--- config.mk ---
export PLATFORM = sky130hd
export DESIGN_NAME = stopwatch_ctrl
export DESIGN_NICKNAME = d
export VERILOG_FILES = /design/src/rtl/stopwatch_pkg.sv /design/src/rtl/stopwatch_bcd_digit.sv /design/src/rtl/stopwatch_ctrl.sv
export SDC_FILE = /design/constraint.sdc
export NUM_CORES = 1
export LEC_CHECK = 0
export CAP_MARGIN = 25
export CORE_MARGIN = 4
export CORE_UTILIZATION = 34
export CTS_CLUSTER_SIZE = 28
export DETAILED_ROUTE_END_ITERATION = 12
export DONT_BUFFER_PORTS = 1
export GPL_ROUTABILITY_DRIVEN = 0
export SKIP_CTS_REPAIR_TIMING = 1
export SLEW_MARGIN = 10
export SYNTH_ARGS = -nofsm -noshare
export SYNTH_HDL_FRONTEND = slang
export SYNTH_SLANG_ARGS = --single-unit
--- constraint.sdc ---
create_clock -name ACLK -period 2.6 [get_ports ACLK]
set_input_delay 0 -clock ACLK [delete_from_list [all_inputs] [get_ports ACLK]]
set_output_delay 0 -clock ACLK [all_outputs]
set_load 0.05 [all_outputs]
--- src/rtl/stopwatch_pkg.sv ---
// Shared types and constants for the stopwatch sequencing core.
package stopwatch_pkg;

   typedef enum logic [1:0] {
      IDLE  = 2'b00,
      RUN   = 2'b01,
      PAUSE = 2'b10
   } sw_state_t;

   typedef logic [3:0] bcd_digit_t;

   // mm:ss.cc, most significant digit first
   typedef struct packed {
      bcd_digit_t m10;
      bcd_digit_t m1;
      bcd_digit_t s10;
      bcd_digit_t s1;
      bcd_digit_t c10;
      bcd_digit_t c1;
   } sw_time_t;

   localparam int unsigned SW_DIGIT_MAX_DEC = 9;
   localparam int unsigned SW_DIGIT_MAX_SEX = 5;

endpackage

--- src/rtl/stopwatch_bcd_digit.sv ---
// One BCD digit of the time counter: counts 0..MAX on inc and wraps,
// with a combinational carry into the next more significant digit.
module stopwatch_bcd_digit
   import stopwatch_pkg::*;
#(
   parameter int unsigned MAX = SW_DIGIT_MAX_DEC
) (
   input  logic       ACLK,
   input  logic       ARESET,
   input  logic       clr,
   input  logic       inc,
   output bcd_digit_t digit,
   output logic       carry
);

   localparam bcd_digit_t MAX_D = bcd_digit_t'(MAX);

   bcd_digit_t digit_q;

   // Digit register: clear wins over increment, wrap to zero at MAX.
   always_ff @(posedge ACLK or posedge ARESET) begin
      if (ARESET) begin
         digit_q <= '0;
      end else if (clr) begin
         digit_q <= '0;
      end else if (inc) begin
         if (digit_q == MAX_D) digit_q <= '0;
         else                  digit_q <= digit_q + 4'd1;
      end
   end

   assign digit = digit_q;
   assign carry = inc && (digit_q == MAX_D);

endmodule

--- src/rtl/stopwatch_ctrl.sv ---
// Stopwatch sequencing core: command FSM, centisecond prescaler,
// BCD mm:ss.cc counter, lap capture and one-cycle event pulses.
module stopwatch_ctrl
   import stopwatch_pkg::*;
#(
   parameter int unsigned TICK_DIV  = 1000000,
   parameter int unsigned LAP_CNT_W = 8
) (
   input  logic                 ACLK,
   input  logic                 ARESET,
   input  logic                 cmd_start,
   input  logic                 cmd_stop,
   input  logic                 cmd_lap,
   input  logic                 cmd_clear,
   output logic [23:0]          time_bcd,
   output logic [23:0]          lap_bcd,
   output logic                 lap_valid,
   output logic [LAP_CNT_W-1:0] lap_count,
   output logic [1:0]           state,
   output logic                 running,
   output logic                 irq_lap,
   output logic                 irq_wrap
);

   localparam int unsigned      PRESC_W   = (TICK_DIV > 1) ? $clog2(TICK_DIV) : 1;
   localparam logic [PRESC_W-1:0] PRESC_MAX = PRESC_W'(TICK_DIV - 1);

   sw_state_t            state_q, state_d;
   logic [PRESC_W-1:0]   presc_q;
   logic                 tick;
   sw_time_t             cur_time;
   logic [23:0]          lap_bcd_q;
   logic                 lap_valid_q;
   logic [LAP_CNT_W-1:0] lap_count_q;
   logic                 irq_lap_q, irq_wrap_q;
   logic                 lap_evt, wrap_evt;

   bcd_digit_t d_c1, d_c10, d_s1, d_s10, d_m1, d_m10;
   logic       cy_c1, cy_c10, cy_s1, cy_s10, cy_m1, cy_m10;

   // State register; an unreachable encoding falls back to IDLE via next-state logic.
   always_ff @(posedge ACLK or posedge ARESET) begin
      if (ARESET) state_q <= IDLE;
      else        state_q <= state_d;
   end

   // Next state: clear > stop > start; redundant commands leave the state alone.
   always_comb begin
      state_d = state_q;
      case (state_q)
         IDLE: begin
            if (!cmd_clear && cmd_start) state_d = RUN;
         end
         RUN: begin
            if (cmd_clear)     state_d = IDLE;
            else if (cmd_stop) state_d = PAUSE;
         end
         PAUSE: begin
            if (cmd_clear)      state_d = IDLE;
            else if (cmd_stop)  state_d = PAUSE;
            else if (cmd_start) state_d = RUN;
         end
         default: state_d = IDLE;
      endcase
   end

   // Prescaler: advances only in RUN, holds its phase in PAUSE, zeroed by clear.
   always_ff @(posedge ACLK or posedge ARESET) begin
      if (ARESET) begin
         presc_q <= '0;
      end else if (cmd_clear) begin
         presc_q <= '0;
      end else if (state_q == RUN) begin
         if (presc_q == PRESC_MAX) presc_q <= '0;
         else                      presc_q <= presc_q + PRESC_W'(1);
      end
   end

   // Tick decision uses the current state, so a stop in the tick cycle still counts.
   assign tick = (state_q == RUN) && (presc_q == PRESC_MAX);

   stopwatch_bcd_digit #(.MAX(SW_DIGIT_MAX_DEC)) u_c1 (
      .ACLK(ACLK), .ARESET(ARESET), .clr(cmd_clear), .inc(tick),
      .digit(d_c1), .carry(cy_c1));
   stopwatch_bcd_digit #(.MAX(SW_DIGIT_MAX_DEC)) u_c10 (
      .ACLK(ACLK), .ARESET(ARESET), .clr(cmd_clear), .inc(cy_c1),
      .digit(d_c10), .carry(cy_c10));
   stopwatch_bcd_digit #(.MAX(SW_DIGIT_MAX_DEC)) u_s1 (
      .ACLK(ACLK), .ARESET(ARESET), .clr(cmd_clear), .inc(cy_c10),
      .digit(d_s1), .carry(cy_s1));
   stopwatch_bcd_digit #(.MAX(SW_DIGIT_MAX_SEX)) u_s10 (
      .ACLK(ACLK), .ARESET(ARESET), .clr(cmd_clear), .inc(cy_s1),
      .digit(d_s10), .carry(cy_s10));
   stopwatch_bcd_digit #(.MAX(SW_DIGIT_MAX_DEC)) u_m1 (
      .ACLK(ACLK), .ARESET(ARESET), .clr(cmd_clear), .inc(cy_s10),
      .digit(d_m1), .carry(cy_m1));
   stopwatch_bcd_digit #(.MAX(SW_DIGIT_MAX_SEX)) u_m10 (
      .ACLK(ACLK), .ARESET(ARESET), .clr(cmd_clear), .inc(cy_m1),
      .digit(d_m10), .carry(cy_m10));

   assign cur_time = '{m10: d_m10, m1: d_m1, s10: d_s10, s1: d_s1, c10: d_c10, c1: d_c1};

   // Clear swallows every event raised in its own cycle.
   assign lap_evt  = cmd_lap && !cmd_clear && ((state_q == RUN) || (state_q == PAUSE));
   assign wrap_evt = cy_m10 && !cmd_clear;

   // Lap capture takes the pre-increment time and counts laps with saturation.
   always_ff @(posedge ACLK or posedge ARESET) begin
      if (ARESET) begin
         lap_bcd_q   <= '0;
         lap_valid_q <= 1'b0;
         lap_count_q <= '0;
      end else if (cmd_clear) begin
         lap_bcd_q   <= '0;
         lap_valid_q <= 1'b0;
         lap_count_q <= '0;
      end else if (lap_evt) begin
         lap_bcd_q   <= cur_time;
         lap_valid_q <= 1'b1;
         if (lap_count_q != '1) lap_count_q <= lap_count_q + LAP_CNT_W'(1);
      end
   end

   // Event pulses: registered, exactly one cycle per event.
   always_ff @(posedge ACLK or posedge ARESET) begin
      if (ARESET) begin
         irq_lap_q  <= 1'b0;
         irq_wrap_q <= 1'b0;
      end else begin
         irq_lap_q  <= lap_evt;
         irq_wrap_q <= wrap_evt;
      end
   end

   assign time_bcd  = cur_time;
   assign lap_bcd   = lap_bcd_q;
   assign lap_valid = lap_valid_q;
   assign lap_count = lap_count_q;
   assign state     = state_q;
   assign running   = (state_q == RUN);
   assign irq_lap   = irq_lap_q;
   assign irq_wrap  = irq_wrap_q;

endmodule
==> reports/metrics.yaml, run 1 <==
layout:
  num_antenna_cells: 0
  syn_to_final_growth_pct: 17.9
  fin_cells: 674
  nNetsFinal: 519
  final_area_mm2: 0.00498
  drive_gt1_frac: 0.125
  fin_util: 0.412
synth:
  synth_top_area_frac: 0.479
  synth_area_mm2: 0.00423
  syn_inst: 474
  synth_most_common_cell: "nand2_1"
  ys_types: 53
  avgSynthCellArea_um2: 8.92
  synth_top_area_cell: "dfrtp_1"
  yosys-top-cells-count: "nand2_1 (85), dfrtp_1 (81), a21oi_1 (45), nor2_1 (37), nand3_1 (31)"
  synth_compound_gate_area_share: 0.118
  synth_edf_count: 0
  synth_flop_cell: "dfrtp_1"
  yosys_warnings: 0
  synthTopCellsByArea: "dfrtp_1 (48%), nand2_1 (7.5%), a21oi_1 (5.3%)"
  synth.area.mux_share: 0.0189
  synthAdderAreaFrac: 0.0355
  synth_top_family_by_area: "simple AND/OR/NAND/NOR gates"
  synthArstFlopShare: 1.00
  syn-num-nets: 492
  synth-seq-cells: 81
  seq_area_frac_synth: 0.479
  synth-xor-area-share: 0.0269
  yosys.area_share.simple: 0.282
routing:
  routed_via_density: 5.30
  vias: 3575
  wl_mm: 10.7
  ant_nets: 0
  drt_iter0_markers: 216
  routedWlPerCell_um: 15.8
  drc_errors: 0
  dr.pass1.iters: 5
hold_path:
  min_from: "cmd_clear"
  min_path_cells: 3
  hold-path-endpoint: "presc_q[10]$_DFFE_PP0P_"
  hold_path.class: "in2reg"
clocking:
  clockRootBuffer: "clkbuf_16"
  clkTransAtPathRegs_ns: 0.06
  ctsLongestPathBuffers: 2
  cts_buffers: 9
  cts_max_level: 3
  clock-sinks: 81
  cts_tree: "yes"
  clk_latency_ns: 0.34
worst_setup_path:
  crit_chain: "nor4_4 > nand4_2 > or2_1 > or4_1 > a21oi_1"
  ff2ff_path_depth: 5
  crit_type: "reg2reg"
  arrival_ns: 2.52
  critPathLaunchType: "register"
  end_kind: "register"
  critPathRequiredTime_ns: 2.86
  cp_top_family: "simple AND/OR/NAND/NOR gates"
  regToRegStartpoint: "presc_q[11]$_DFFE_PP0P_"
  slowest_stage: "or4_1"
  crit_fanout: 10
  cpPeakStageDelay_ns: 0.54
  critPathBufInv: 0
  r2r_slack_ns: 0.35
  r2r_end: "u_m1.digit[1]$_DFFE_PP0P_"
sta:
  clock.fmax_mhz: 444
  relSlewSlack: 0.518
  setup_ws_ns: 0.346
  hold_slack_ns: -0.0205
  rsz0062_at_grt: "false"
  post-route-min-period_ns: 2.25
  setup_violations: 0
  period_share: 0.867
  fin_worst_skew_ns: 0.00693
  worst_pin_slew_ns: 0.713
  setup_tns_ns: 0
  hold_viol_final: 2
  drv_slew: 0
grt:
  grt.overflow.total: 0
  grt_first_pass_wirelength_mm: 17.8
  antenna_found_initial: 0
  track_usage: 0.152
  grt_pass1_vias: 3455
  grt_max_degree: 73
place:
  dp_hpwl_mm: 7.29
  dp_cells: 654
  post_dp_cell_area_mm2: 0.00463
  preCtsSetupSlack_ns: 0.346
  io_buffer_count: 0
die:
  fp.dieW_um: 120
  num_rows: 40
  dieHeight_um: 120
  placeableCoreArea_mm2: 0.0121
  floorplan.initialDensity: 0.349
  die-area_mm2: 0.0143
  pin_count: 68
power:
  power.density_mw_per_mm2: 671
  ir_drop_mv: 0.337
  p_leak_nw: 2.09
  finalPower_mw: 3.35
status:
  status: "finished with violations"
  violations: "negative hold slack"
job:
  cap_viol_max_count: 0
placed cells by master, fill, tap and decap left out, drive strengths merged, types with 4 or more instances in the layout:
cell,instances
and2,4
o21ai,17
buf,38
mux2i,8
nand3,31
nand2,85
o31ai,6
nor3,13
and3,5
a21oi,45
or4,5
xnor2,8
nor2,37
nor4bb,6
inv,15
or3,11
dfrtp,81
xor2,5
clkbuf,11
nand4,14
ha,12
routing by layer:
layer / wire (µm) / track usage / vias up
met5: 0 / 0 / -
met1: 4680 / 0.186 / 1765
met3: 499 / 0.0306 / 13
met4: 184 / 0.0637 / 0
li1: - / - / 1721
met2: 5310 / 0.261 / 76
how the worst max path moves through the flow:
stage	from	endpoint	slack, ns	cells after the start
finish	presc_q[11]$_DFFE_PP0P_	u_m1.digit[1]$_DFFE_PP0P_	0.35	5
detailed placement	presc_q[0]$_DFFE_PP0P_	u_m1.digit[1]$_DFFE_PP0P_	0.35	6
global placement	presc_q[0]$_DFFE_PP0P_	u_m1.digit[1]$_DFFE_PP0P_	0.42	6
floorplan	state[0]$_DFFE_PP0P_	u_m1.digit[1]$_DFFE_PP0P_	0.01	7
CTS	presc_q[11]$_DFFE_PP0P_	u_m1.digit[1]$_DFFE_PP0P_	0.33	5
global route	presc_q[0]$_DFFE_PP0P_	u_m1.digit[1]$_DFFE_PP0P_	0.09	6
worst min-delay path, delay by kind of cell:
kind / cells / cell delay (ns)
AND/OR/NAND/NOR: 3 / 0.27
area by class of cell:
type                    count  area [µm²]
clock buffers              11         243
clock inverters             5        55.1
fillers                  1210        7130
inverters                  16        61.3
multi-input cells         352        2040
flip-flops and latches     81        2030
well taps                 168         210
repair buffers             41         348
where the power goes:
| group | switching [mW] | total, mW | internal [mW] |
|---|---|---|---|
| Clock | 0.506 | 1.27 | 0.767 |
| Combinational | 0.515 | 0.700 | 0.185 |
| Sequential | 0.0674 | 1.37 | 1.31 |
state kept, by name, indices dropped and copies added, names as in the netlist:
register,cells
u_s10.digit,4
u_s1.digit,4
u_c10.digit,4
irq_wrap,1
state,2
u_m1.digit,4
irq_lap,1
lap_count,8
u_m10.digit,4
presc_q,20
lap_bcd,24
u_c1.digit,4
lap_valid,1
cell families after synthesis:
logic type / count (synthesis)
and+or+nand+nor: 234
AOI/OAI and AO/OA: 85
DFF: 81
buffers and inverters: 41
xor gates and xnor gates: 13
adders and majority gates: 12
muxes: 8
Power figures use the tool's default switching activity.
==> run 2: changes to the inputs <==
Settings changed: RECOVER_POWER from default to 100.
==> reports/metrics.yaml, run 2 (synthesized netlist as in run 1, its figures left out) <==
layout:
  fin_util: 0.401
  final_area_mm2: 0.00486
  fin_cells: 674
  drive_gt1_frac: 0.0652
  final_common_cell: "nand2_1"
  fill_cells: 1232
  largest_reg_flops: 24
  syn_to_final_growth_pct: 14.8
  nNetsFinal: 519
  num_antenna_cells: 0
  final_cell_mix: "nand2_1 (85), dfrtp_1 (81), a21oi_1 (45), nor2_1 (37), nand3_1 (31)"
routing:
  drt_iter0_markers: 250
  routedWlPerCell_um: 15.8
  dr.pass1.iters: 4
  drc_errors: 0
  routed_via_density: 5.31
  ant_nets: 0
  vias: 3582
  wl_mm: 10.6
job:
  cap_viol_max_count: 0
clocking:
  clock-sinks: 81
  clkTransAtPathRegs_ns: 0.06
  cts_tree: "yes"
  ctsLongestPathBuffers: 2
  clk_latency_ns: 0.34
  clockRootBuffer: "clkbuf_16"
  cts_max_level: 3
  cts_buffers: 9
worst_setup_path:
  cpPeakStageDelay_ns: 0.49
  critPathLaunchType: "register"
  slowest_stage: "clkbuf_1"
  cp_top_family: "simple AND/OR/NAND/NOR gates"
  crit_chain: "nor4_4 > nand4_1 > o21ai_0 > clkbuf_1 > nor2_1 > a221o_2"
  end_kind: "register"
  critPathBufInv: 1
  critPathRequiredTime_ns: 2.82
  crit_type: "reg2reg"
  arrival_ns: 2.57
  crit_fanout: 13
hold_path:
  hold_path.class: "in2reg"
power:
  power.density_mw_per_mm2: 681
  ir_drop_mv: 0.336
  finalPower_mw: 3.31
  p_leak_nw: 1.96
sta:
  setup_ws_ns: 0.251
  setup_violations: 0
  drv_slew: 0
  setup_tns_ns: 0
  rsz0062_at_grt: "false"
  hold_viol_final: 2
  hold_slack_ns: -0.0199
  period_share: 0.903
  fin_worst_skew_ns: 0.00657
  post-route-min-period_ns: 2.35
  clock.fmax_mhz: 426
  relSlewSlack: 0.142
  worst_pin_slew_ns: 1.28
die:
  placeableCoreArea_mm2: 0.0121
  dieHeight_um: 120
  die-area_mm2: 0.0143
  num_rows: 40
  fp.dieW_um: 120
  floorplan.initialDensity: 0.349
  pin_count: 68
status:
  violations: "negative hold slack"
  status: "finished with violations"
grt:
  grt.overflow.total: 0
  grt_max_degree: 73
  track_usage: 0.152
  grt_pass1_vias: 3455
  grt_first_pass_wirelength_mm: 17.8
  antenna_found_initial: 0
place:
  dp_cells: 654
  post_dp_cell_area_mm2: 0.00463
  dp_hpwl_mm: 7.29
  io_buffer_count: 0
  preCtsSetupSlack_ns: 0.346
run 2: cell types whose count changed in the layout (fill, tap and decap cells not counted), sizes merged:
cell,delta
clkinvlp,+1
clkinv,-1
clkbuf,+32
buf,-32
run 2: power by group:
group	switching [mW]	internal, mW	leakage (nW)
combinational	0.510	0.151	0.690
sequential	0.0670	1.31	1.13
clock	0.505	0.767	0.142
run 2: cell type report:
type,count,area (µm²),area share
multi-input combinational,352,2040,0.420
sequential,81,2030,0.417
clock buffer,11,243,0.0500
timing repair buffer,41,221,0.0456
tap,168,210,0.0433
inverter,16,61.3,0.0126
clock inverter,5,55.1,0.0113
run 2: path summary, 6_finish.rpt:
| kind | endpoint | cells past startpoint | from | slack, ns |
|---|---|---|---|---|
| min in group asynchronous | u_c1.digit[2]$_DFFE_PP0P_ | 2 | ARESET | 0.41 |
| max in group asynchronous | lap_count[0]$_DFFE_PP0P_ | 3 | ARESET | 0.82 |
| worst min-delay path | presc_q[10]$_DFFE_PP0P_ | 3 | cmd_clear | -0.02 |
| worst max-delay path | presc_q[11]$_DFFE_PP0P_ | 6 | presc_q[11]$_DFFE_PP0P_ | 0.25 |
| worst min register to register | presc_q[18]$_DFFE_PP0P_ | 2 | presc_q[18]$_DFFE_PP0P_ | 0.56 |
| worst max register to register | presc_q[11]$_DFFE_PP0P_ | 6 | presc_q[11]$_DFFE_PP0P_ | 0.25 |
run 2: per-layer routing:
layer | share of wire | wire length (µm) | track usage
met1 | 0.44 | 4720 | 0.186
met2 | 0.50 | 5270 | 0.261
met3 | 0.043 | 458 | 0.0306
met4 | 0.018 | 192 | 0.0637
met5 | 0 | 0 | 0
run 2: worst register-to-register path, delay by kind of cell, from the launching register on:
| kind | cells | cell delay [ns] |
|---|---|---|
| and+or+nand+nor | 3 | 0.77 |
| AOI/OAI and AO/OA | 2 | 0.52 |
| buffers and inverters | 1 | 0.49 |
| DFF | 1 | 0.47 |
